<file path="src/rtl/cmos_capture_writer.sv">
// rtl/cmos_capture_writer.sv - CMOS byte-stream to VRAM pixel writer with frame sequencing
// Optional build macro: CAPTURE_DECIMATE_EN (2:1 decimation in both axes).
module cmos_capture_writer #(
   parameter int IMG_WIDTH  = 320,
   parameter int IMG_HEIGHT = 240,
   parameter int ADDR_WIDTH = 17,
   parameter int DATA_WIDTH = 12
) (
   input  logic                  clk_i,
   input  logic                  reset_ni,
   input  logic                  capture_en_i,
   input  logic                  mode_i,
   input  logic                  byte_valid_i,
   input  logic                  vsync_i,
   input  logic                  href_i,
   input  logic [7:0]            byte_data_i,
   input  logic                  wr_ready_i,
   output logic                  wr_en_o,
   output logic [ADDR_WIDTH-1:0] wr_addr_o,
   output logic [DATA_WIDTH-1:0] wr_data_o,
   output logic                  busy_o,
   output logic                  frame_done_o,
   output logic [15:0]           frame_count_o,
   output logic                  overflow_o
);

   localparam logic [1:0] ST_IDLE       = 2'd0;
   localparam logic [1:0] ST_WAIT_VS    = 2'd1;
   localparam logic [1:0] ST_WAIT_FRAME = 2'd2;
   localparam logic [1:0] ST_ACTIVE     = 2'd3;

`ifdef CAPTURE_DECIMATE_EN
   localparam int DEC = 2;
`else
   localparam int DEC = 1;
`endif

   // col counts input pixels, so it must reach DEC*IMG_WIDTH before saturating
   localparam int COL_W = $clog2(DEC * IMG_WIDTH + 1);
   localparam int ROW_W = $clog2(IMG_HEIGHT + 1);
   localparam logic [COL_W-1:0]      COL_MAX  = COL_W'(DEC * IMG_WIDTH);
   localparam logic [ROW_W-1:0]      ROW_MAX  = ROW_W'(IMG_HEIGHT);
   localparam logic [ADDR_WIDTH-1:0] ROW_STEP = ADDR_WIDTH'(IMG_WIDTH);

   logic [1:0]            state;
   logic                  vsync_q;
   logic                  href_q;
   logic                  mode_q;
   logic                  phase;
   logic                  line_any;
   logic [7:0]            b0_q;
   logic [COL_W-1:0]      col;
   logic [ROW_W-1:0]      row;
   logic [ADDR_WIDTH-1:0] row_base;
   logic                  wr_en_q;
   logic [ADDR_WIDTH-1:0] wr_addr_q;
   logic [DATA_WIDTH-1:0] wr_data_q;
   logic                  done_q;
   logic                  ovf_q;
   logic [15:0]           count_q;

   logic                  in_active;
   logic                  vs_rise;
   logic                  href_fall;
   logic                  take;
   logic                  pix_done;
   logic                  keep;
   logic                  in_range;
   logic                  store;
   logic [COL_W-1:0]      store_col;
   logic [11:0]           pix12;
   logic [ADDR_WIDTH-1:0] pix_addr;

   assign in_active = (state == ST_ACTIVE);
   assign vs_rise   = vsync_i & ~vsync_q;
   assign href_fall = ~href_i & href_q;
   // A byte coinciding with the frame-ending VSYNC edge is not processed
   assign take      = in_active & byte_valid_i & href_i & ~vs_rise;
   assign pix_done  = take & phase;

`ifdef CAPTURE_DECIMATE_EN
   logic line_odd;
   assign store_col = col >> 1;
   assign keep      = ~col[0] & ~line_odd;
`else
   assign store_col = col;
   assign keep      = 1'b1;
`endif

   assign in_range = (col < COL_MAX) && (row < ROW_MAX);
   assign store    = pix_done & keep & in_range;
   assign pix_addr = row_base + ADDR_WIDTH'(store_col);
   assign pix12    = mode_q ? {4'b0000, b0_q}
                            : {b0_q[7:4], b0_q[2:0], byte_data_i[7], byte_data_i[4:1]};

   always_ff @(posedge clk_i) begin
      if (!reset_ni) begin
         state     <= ST_IDLE;
         vsync_q   <= 1'b0;
         href_q    <= 1'b0;
         mode_q    <= 1'b0;
         phase     <= 1'b0;
         line_any  <= 1'b0;
         b0_q      <= 8'd0;
         col       <= '0;
         row       <= '0;
         row_base  <= '0;
         wr_en_q   <= 1'b0;
         wr_addr_q <= '0;
         wr_data_q <= '0;
         done_q    <= 1'b0;
         ovf_q     <= 1'b0;
         count_q   <= 16'd0;
`ifdef CAPTURE_DECIMATE_EN
         line_odd  <= 1'b0;
`endif
      end else begin
         vsync_q <= vsync_i;
         href_q  <= href_i;
         done_q  <= 1'b0;

         case (state)
            ST_IDLE: begin
               if (capture_en_i) state <= ST_WAIT_VS;
            end
            ST_WAIT_VS: begin
               if (vsync_i) state <= ST_WAIT_FRAME;
            end
            ST_WAIT_FRAME: begin
               if (!vsync_i) begin
                  state    <= ST_ACTIVE;
                  mode_q   <= mode_i;
                  phase    <= 1'b0;
                  line_any <= 1'b0;
                  col      <= '0;
                  row      <= '0;
                  row_base <= '0;
                  ovf_q    <= 1'b0;
`ifdef CAPTURE_DECIMATE_EN
                  line_odd <= 1'b0;
`endif
               end
            end
            ST_ACTIVE: begin
               if (vs_rise) begin
                  done_q  <= 1'b1;
                  count_q <= count_q + 16'd1;
                  state   <= capture_en_i ? ST_WAIT_FRAME : ST_IDLE;
               end else if (href_fall) begin
                  phase    <= 1'b0;
                  col      <= '0;
                  line_any <= 1'b0;
                  if (line_any) begin
`ifdef CAPTURE_DECIMATE_EN
                     line_odd <= ~line_odd;
                     if (!line_odd && row != ROW_MAX) begin
                        row      <= row + 1'b1;
                        row_base <= row_base + ROW_STEP;
                     end
`else
                     if (row != ROW_MAX) begin
                        row      <= row + 1'b1;
                        row_base <= row_base + ROW_STEP;
                     end
`endif
                  end
               end else if (take) begin
                  phase    <= ~phase;
                  line_any <= 1'b1;
                  if (!phase) begin
                     b0_q <= byte_data_i;
                  end else if (col != COL_MAX) begin
                     col <= col + 1'b1;
                  end
               end
            end
            default: state <= ST_IDLE;
         endcase

         // One-deep output register: a stalled word is never overwritten
         if (store) begin
            if (!wr_en_q || wr_ready_i) begin
               wr_en_q   <= 1'b1;
               wr_addr_q <= pix_addr;
               wr_data_q <= DATA_WIDTH'(pix12);
            end else begin
               ovf_q <= 1'b1;
            end
         end else if (wr_en_q && wr_ready_i) begin
            wr_en_q <= 1'b0;
         end
      end
   end

   assign wr_en_o       = wr_en_q;
   assign wr_addr_o     = wr_addr_q;
   assign wr_data_o     = wr_data_q;
   assign busy_o        = in_active;
   assign frame_done_o  = done_q;
   assign frame_count_o = count_q;
   assign overflow_o    = ovf_q;

endmodule

</file>
<file path="config.mk">
export PLATFORM = sky130hd
export DESIGN_NAME = cmos_capture_writer
export DESIGN_NICKNAME = d
export VERILOG_FILES = /design/src/rtl/cmos_capture_writer.sv
export SDC_FILE = /design/constraint.sdc
export NUM_CORES = 1
export LEC_CHECK = 0
export ABC_CLOCK_PERIOD_IN_PS = 2100
export CAP_MARGIN = 20
export CORE_MARGIN = 2
export CORE_UTILIZATION = 35
export DETAILED_ROUTE_END_ITERATION = 8
export PLACE_DENSITY = 0.63
export SLEW_MARGIN = 30
export SYNTH_ARGS = -nofsm -noshare
export SYNTH_HDL_FRONTEND = slang
export SYNTH_SLANG_ARGS = --single-unit
export TNS_END_PERCENT = 5
</file>
<file path="constraint.sdc">
create_clock -name clk_i -period 2.1 [get_ports clk_i]
set_input_delay 0.21 -clock clk_i [delete_from_list [all_inputs] [get_ports clk_i]]
set_output_delay 0.21 -clock clk_i [all_outputs]
set_load 0.02 [all_outputs]
</file>
After elaboration in Yosys (flattened, before gate mapping)
Cells that the tools add are included.

storage, ports and cells
  register bits after elaboration = 97
  bits of input ports = 16
  output and inout port bits = 49
  word-level logic and storage cells = 113

operators by class
  add/subtract/negate cells = 5
  $lt $le $gt $ge = 2
  equality and inequality tests = 17
  mux-type cells = 43
  bitwise logic cells = 13
  reductions and logical operators = 17

operator list
  kind                     count
  $mux W17                 5
  $mux W9                  6
  $mux W8                  5
  $pmux W17 S2             1
  $pmux W9 S2              1
  $add A17 B9 Y17          1
  $add A17 B9 Y17 const B  1
  $add A16 B1 Y16 const B  1
  $pmux W8 S2              1
  $mux W1                  15
  $mux W12                 1
  $reduce_and A6 Y1        2
  $mux W2                  5
  $ne A2 B2 Y1 const B     5
  $reduce_and A2 Y1        5
  $add A9 B1 Y9 const B    1
  $lt A9 B9 Y1 const B     1
  $ne A9 B9 Y1 const B     1
  $add A8 B1 Y8 const B    1
  $lt A8 B8 Y1 const B     1
  $ne A2 B1 Y1 const B     4
  $ne A8 B8 Y1 const B     1
  $pmux W2 S4              1
  $reduce_and A4 Y1        2
  13 further kinds         29

Logic depth before layout (Yosys ltp)
  depth in word-level cells = 8
  mapped depth = 8

Least setup slack after synthesis
OpenSTA, ideal clock, no wires.

  path kind = reg-to-reg
  start point = register state[0]
  end point = register wr_addr_q[9] (netlist: wr_addr_o[9])
  library setup time = 0.070 ns
  arrival = 1.639 ns
  data required time = 2.030 ns
  setup slack = 0.390 ns
  cell stages (with the launch flop) = 8
  clock period less this slack = 1.710 ns
  cells stage by stage = dfxtp_1 > buf_4 > nand2_4 > clkinv_2 > nand4_4 > or3_4 > or3_1 > a21oi_1

on the way
  longest elaborated chain between the ends = 7

ends and longest elaborated chain
  element                             RTL line  text
  start, declared                     45        logic [1:0] state;
  start signal, assigned              148       state <= capture_en_i ? ST_WAIT_FRAME : ST_IDLE;
  $eq A2 B2 Y1                        74        assign in_active = (state == ST_ACTIVE);
  $and A1 B1 Y1 (3 in a row)          78        assign take = in_active & byte_valid_i & href_i & ~vs_rise;
  $and A1 B1 Y1                       79        assign pix_done = take & phase;
  $and A1 B1 Y1                       91        assign store = pix_done & keep & in_range;
  $reduce_and A2 Y1 (no source line)  -
  end signal, assigned                184       wr_addr_q <= pix_addr;
  end, declared                       56        logic [ADDR_WIDTH-1:0] wr_addr_q;

No other way between the ends.
A chain may end at the register's enable or synchronous reset.

Final worst setup path
  start point = register row[0]
  end point = register row_base[15]

on the way
  longest elaborated chain between the ends = 3

ends and longest elaborated chain
  element                             RTL line  text
  start, declared                     53        logic [ROW_W-1:0] row;
  start signal, assigned              162       row <= row + 1'b1;
  $ne A8 B8 Y1                        161       if (row != ROW_MAX) begin
  $ne A2 B1 Y1 (no source line)       -
  $reduce_and A6 Y1 (no source line)  -
  end signal, assigned                163       row_base <= row_base + ROW_STEP;
  end, declared                       54        logic [ADDR_WIDTH-1:0] row_base;

No other way between the ends.

==> summary.md <==
| Metric | Value |
|---|---|
| Final Wtd Congestion | `a little over 0.8` |
| CP Class | `flip-flop to flip-flop` |
| Syn_nets | `~530` |
| Crit path launch | `row[0]` |
| Initial antenna violation count | `0` |
| Top cell type by total area after synthesis | `dfxtp_1` |
| Area share of the largest cell type after synthesis | `between 40% and 50%` |
| Fmax | `about 540 MHz` |
| Site row count | `40` |
| Clk pwr share | `between 40% and 50%` |
| Count of final setup violators | `0` |
| Delay-heaviest family, CP | `compound AO/OA/AOI/OAI gates` |
| GRT Overall Usage | `16.39%` |
| CTS Root Cell | `clkbuf_16` |
| Setup tns final | `0 ns` |
| Largest net degree at the start of global routing | `73` |
| Yosys warns | `0` |
| Final Skew | `approximately 0.0075 ns` |
| Clock period minus worst slack | `1.854 ns` |
| Ys flop type | `dfxtp_1` |
| Seq/Total Area, Yosys | `a little over two fifths` |
| CP endpoint kind | `flip-flop` |
| Syn avg cell area | `between 8 and 9 um2` |
| Final Cycle Share | `approximately 90%` |
| TritonRoute pass-1 iters | `4` |
| Slew headroom | `between 60 and 70%` |
| Slowest cell on crit path | `o41a_1` |
| R2R cell count | `8` |
| R2R Path End | `row_base[15]` |
| Boundary pin count | `65` |
| Fill count | `1157` |
| Commonest non-fill, non-tap cell in the layout | `dfxtp_1` |
| DRT iter0 DRCs | `270` |
| Via count of the first global-routing pass | `between 3000 and 4000` |
| Hold crit path type | `input pin to flip-flop` |
| Worst path depth | `8` |
| Dpl hpwl | `a little over 7000 um` |
| Synth Register Bits | `slightly above 90` |
| CP bufs+invs | `3` |
| Die X-Extent | `about 110 um` |
| DRC | `0` |
| # nets final | `roughly 600` |
| Final Hold Vio Count | `0` |
| Bufs on Longest Clock Path | `2` |
| Cts hold-fix bufs | `0` |
| Switching Fraction | `20.47%` |
| Fin cells | `approximately 720` |
| TritonCTS buffer count | `9` |
| Final ANT Viol Nets | `0` |
| Die height | `113.6 um` |
| DIE AREA | `0.01290 mm2` |
| Power density over the cells | `between 600 and 700 mW/mm2` |
| Status | `finished, final reports clean` |
| Worst Setup EP | `row_base[15]` |
| Worst path max stage delay | `0.44 ns` |
| Sequential power share | `between 40% and 50%` |
| Avg Vias per Cell | `about 5.4` |
| CTS tree | `yes` |
| CTS resizes | `0` |
| EDFF count, synth | `0` |
| HP Start | `byte_data_i[0]` |
| Leakage Power | `1.855 nW` |
| Worst VDD drop | `about 0.36 mV` |
| Later-pin clock latency in the skew report | `0.35 ns` |
| Slew @ Worst Pin | `roughly 0.59 ns` |
| Critical Path Fanout Max | `8` |
| NetSw | `0.7585 mW` |
| Maxcap violations | `0` |
| Largest cells by area after synthesis | `dfxtp_1 43%, a21oi_1 6.5%, nand2_1 5.8%` |
| Syn Std Cell Area | `about 0.0042 mm2` |
| Combinational Power Share | `around 4.0%` |
| R2r startpoint | `row[0]` |
| Placed instance count | `708` |
| Total gr overflow | `0` |
| Post CTS Setup Buffer Count | `0` |
| N_diodes | `0` |
| Crit path launch type | `flip-flop` |
| Worst-path clk slew | `0.06 ns` |
| Worst Path Arrival | `between 2 and 2.5 ns` |
| Most frequent cells in the layout | `91 x dfxtp_1, 65 x nand2_1, 63 x clkdlybuf4s50_1` |
| PortBufs | `64` |
| Syn Inst Count | `507` |
| Area Growth Syn to Fin | `29.17%` |
| Global-route wire length before repair | `17080 um` |
| Total Wirelength | `approximately 10000 um` |
| CORE AREA | `approximately 0.012 mm2` |
| Post-synthesis async set-or-reset flop share | `0%` |
| Avg WL per Cell | `between 10 and 15 um` |
| Worst R2R Setup Slack | `0.25 ns` |
| Max Transition Viols Final | `0` |
| Internal | `2.947 mW` |
| Share of cells above drive strength 1 | `under 10%` |
| Critical path, cell by cell | `inv_1, ha_1, inv_1, o41a_1, o21ai_1, buf_4, a21oi_1, a211oi_1` |
| Critical Path RT | `2.35 ns` |
| RSZ-0062 raised after global routing | `false` |
| Starting Density | `35.44%` |
| Crit-path most repeated cell | `inv_1` |
| Via count | `about 3900` |
| Synth cell types | `56` |
| CTS Sinks | `91` |
| H-tree depth | `3` |
-- cell usage after synthesis (3+ instances only) --
| master | number |
|---|---|
| xor2_1 | 7 |
| xnor2_1 | 13 |
| ha_1 | 9 |
| a31oi_1 | 6 |
| a21oi_1 | 55 |
| dfxtp_1 | 91 |
| nand3b_1 | 6 |
| or3_1 | 9 |
| and3_1 | 9 |
| a41oi_1 | 3 |
| mux2i_1 | 11 |
| buf_2 | 8 |
| nor2_1 | 46 |
| nor3_1 | 10 |
| nand2_1 | 65 |
| nand3_1 | 18 |
| inv_1 | 12 |
| nand4_1 | 9 |
| a211oi_1 | 17 |
| and2_1 | 6 |
| o211ai_1 | 3 |
| clkbuf_1 | 22 |
| nor4_1 | 3 |
| o21ai_0 | 28 |
-- area by class of cell --
class / instances / area [um2] / share of cell area [%]
Clock inverter: 6 / 105.1 / 1.935
Inverter: 14 / 53.80 / 0.9908
Timing Repair Buffer: 86 / 833.3 / 15.35
Clock buffer: 9 / 225.2 / 4.147
Multi-Input combinational cell: 370 / 2207 / 40.65
Sequential cell: 91 / 1822 / 33.55
Tap cell: 147 / 183.9 / 3.387
-- power groups by stage --
stage	logic (mW)	clock network [mW]	registers [mW]
after floorplan	0.0799	0	1.78
after global routing	0.159	1.94	1.74
after CTS	0.148	1.86	1.74
final	0.147	1.81	1.74
after global placement	0.144	0	1.78
after detailed placement	0.147	0	1.78
-- cells by family (layout without fill, tap and decap cells) --
kind of cell,count (synthesis),in the layout,synth area share [%]
AND/OR/NAND/NOR,197,197,23.30
flip-flops,91,91,43.33
buffers and inverters,46,115,4.494
AO/OA/AOI/OAI,133,133,19.40
multiplexers,11,11,2.619
adder cells (fa/ha/maj),9,9,2.679
XOR/XNOR,20,20,4.167
-- through the flow --
stage                     hold slack [ns]  power (mW)  utilization [%]  setup WS [ns]  instance area [um2]
after floorplan                    0.3317       1.857                -         0.3902                 4204
after global placement             0.4396       1.927            42.91         0.1108                 5090
after detailed placement           0.4464       1.930            42.91        0.08612                 5090
after CTS                          0.4150       3.755            45.70        0.01855                 5420
after global routing               0.4443       3.844            45.78         0.1461                 5430
final                              0.4191       3.706            45.78         0.2458                 5430
-- worst min path at each step --
stage              endpoint  depth (start not counted)
2_1_floorplan        href_q                          1
3_3_place_gp   wr_data_o[9]                          2
3_5_place_dp   wr_data_o[9]                          2
4_1_cts             b0_q[0]                          3
5_1_grt             b0_q[0]                          3
6_report            b0_q[0]                          3
-- routing by layer --
layer / GRT usage [%] / wire, um / vias up
met3: 4.410 / 509 / 13
met1: 19.81 / 4664 / 1838
li1: - / - / 1924
met5: 0 / 0 / -
met2: 28.06 / 5045 / 95
met4: 5.935 / 146 / 0
-- state kept, by name (all words and copies together), names as in the netlist --
signal / count
overflow_o: 1
phase: 1
row_base: 11
href_q: 1
wr_addr_o: 17
frame_done_o: 1
state: 2
mode_q: 1
wr_data_o: 12
row: 8
b0_q: 8
vsync_q: 1
line_any: 1
frame_count_o: 16
wr_en_o: 1
col: 9
-- worst min-delay path, cell delays in order --
cell and delay (ns):
clkdlybuf4s50_1 0.40, nand2_1 0.05, a21oi_1 0.05
(Power assumes the default switching activity.)
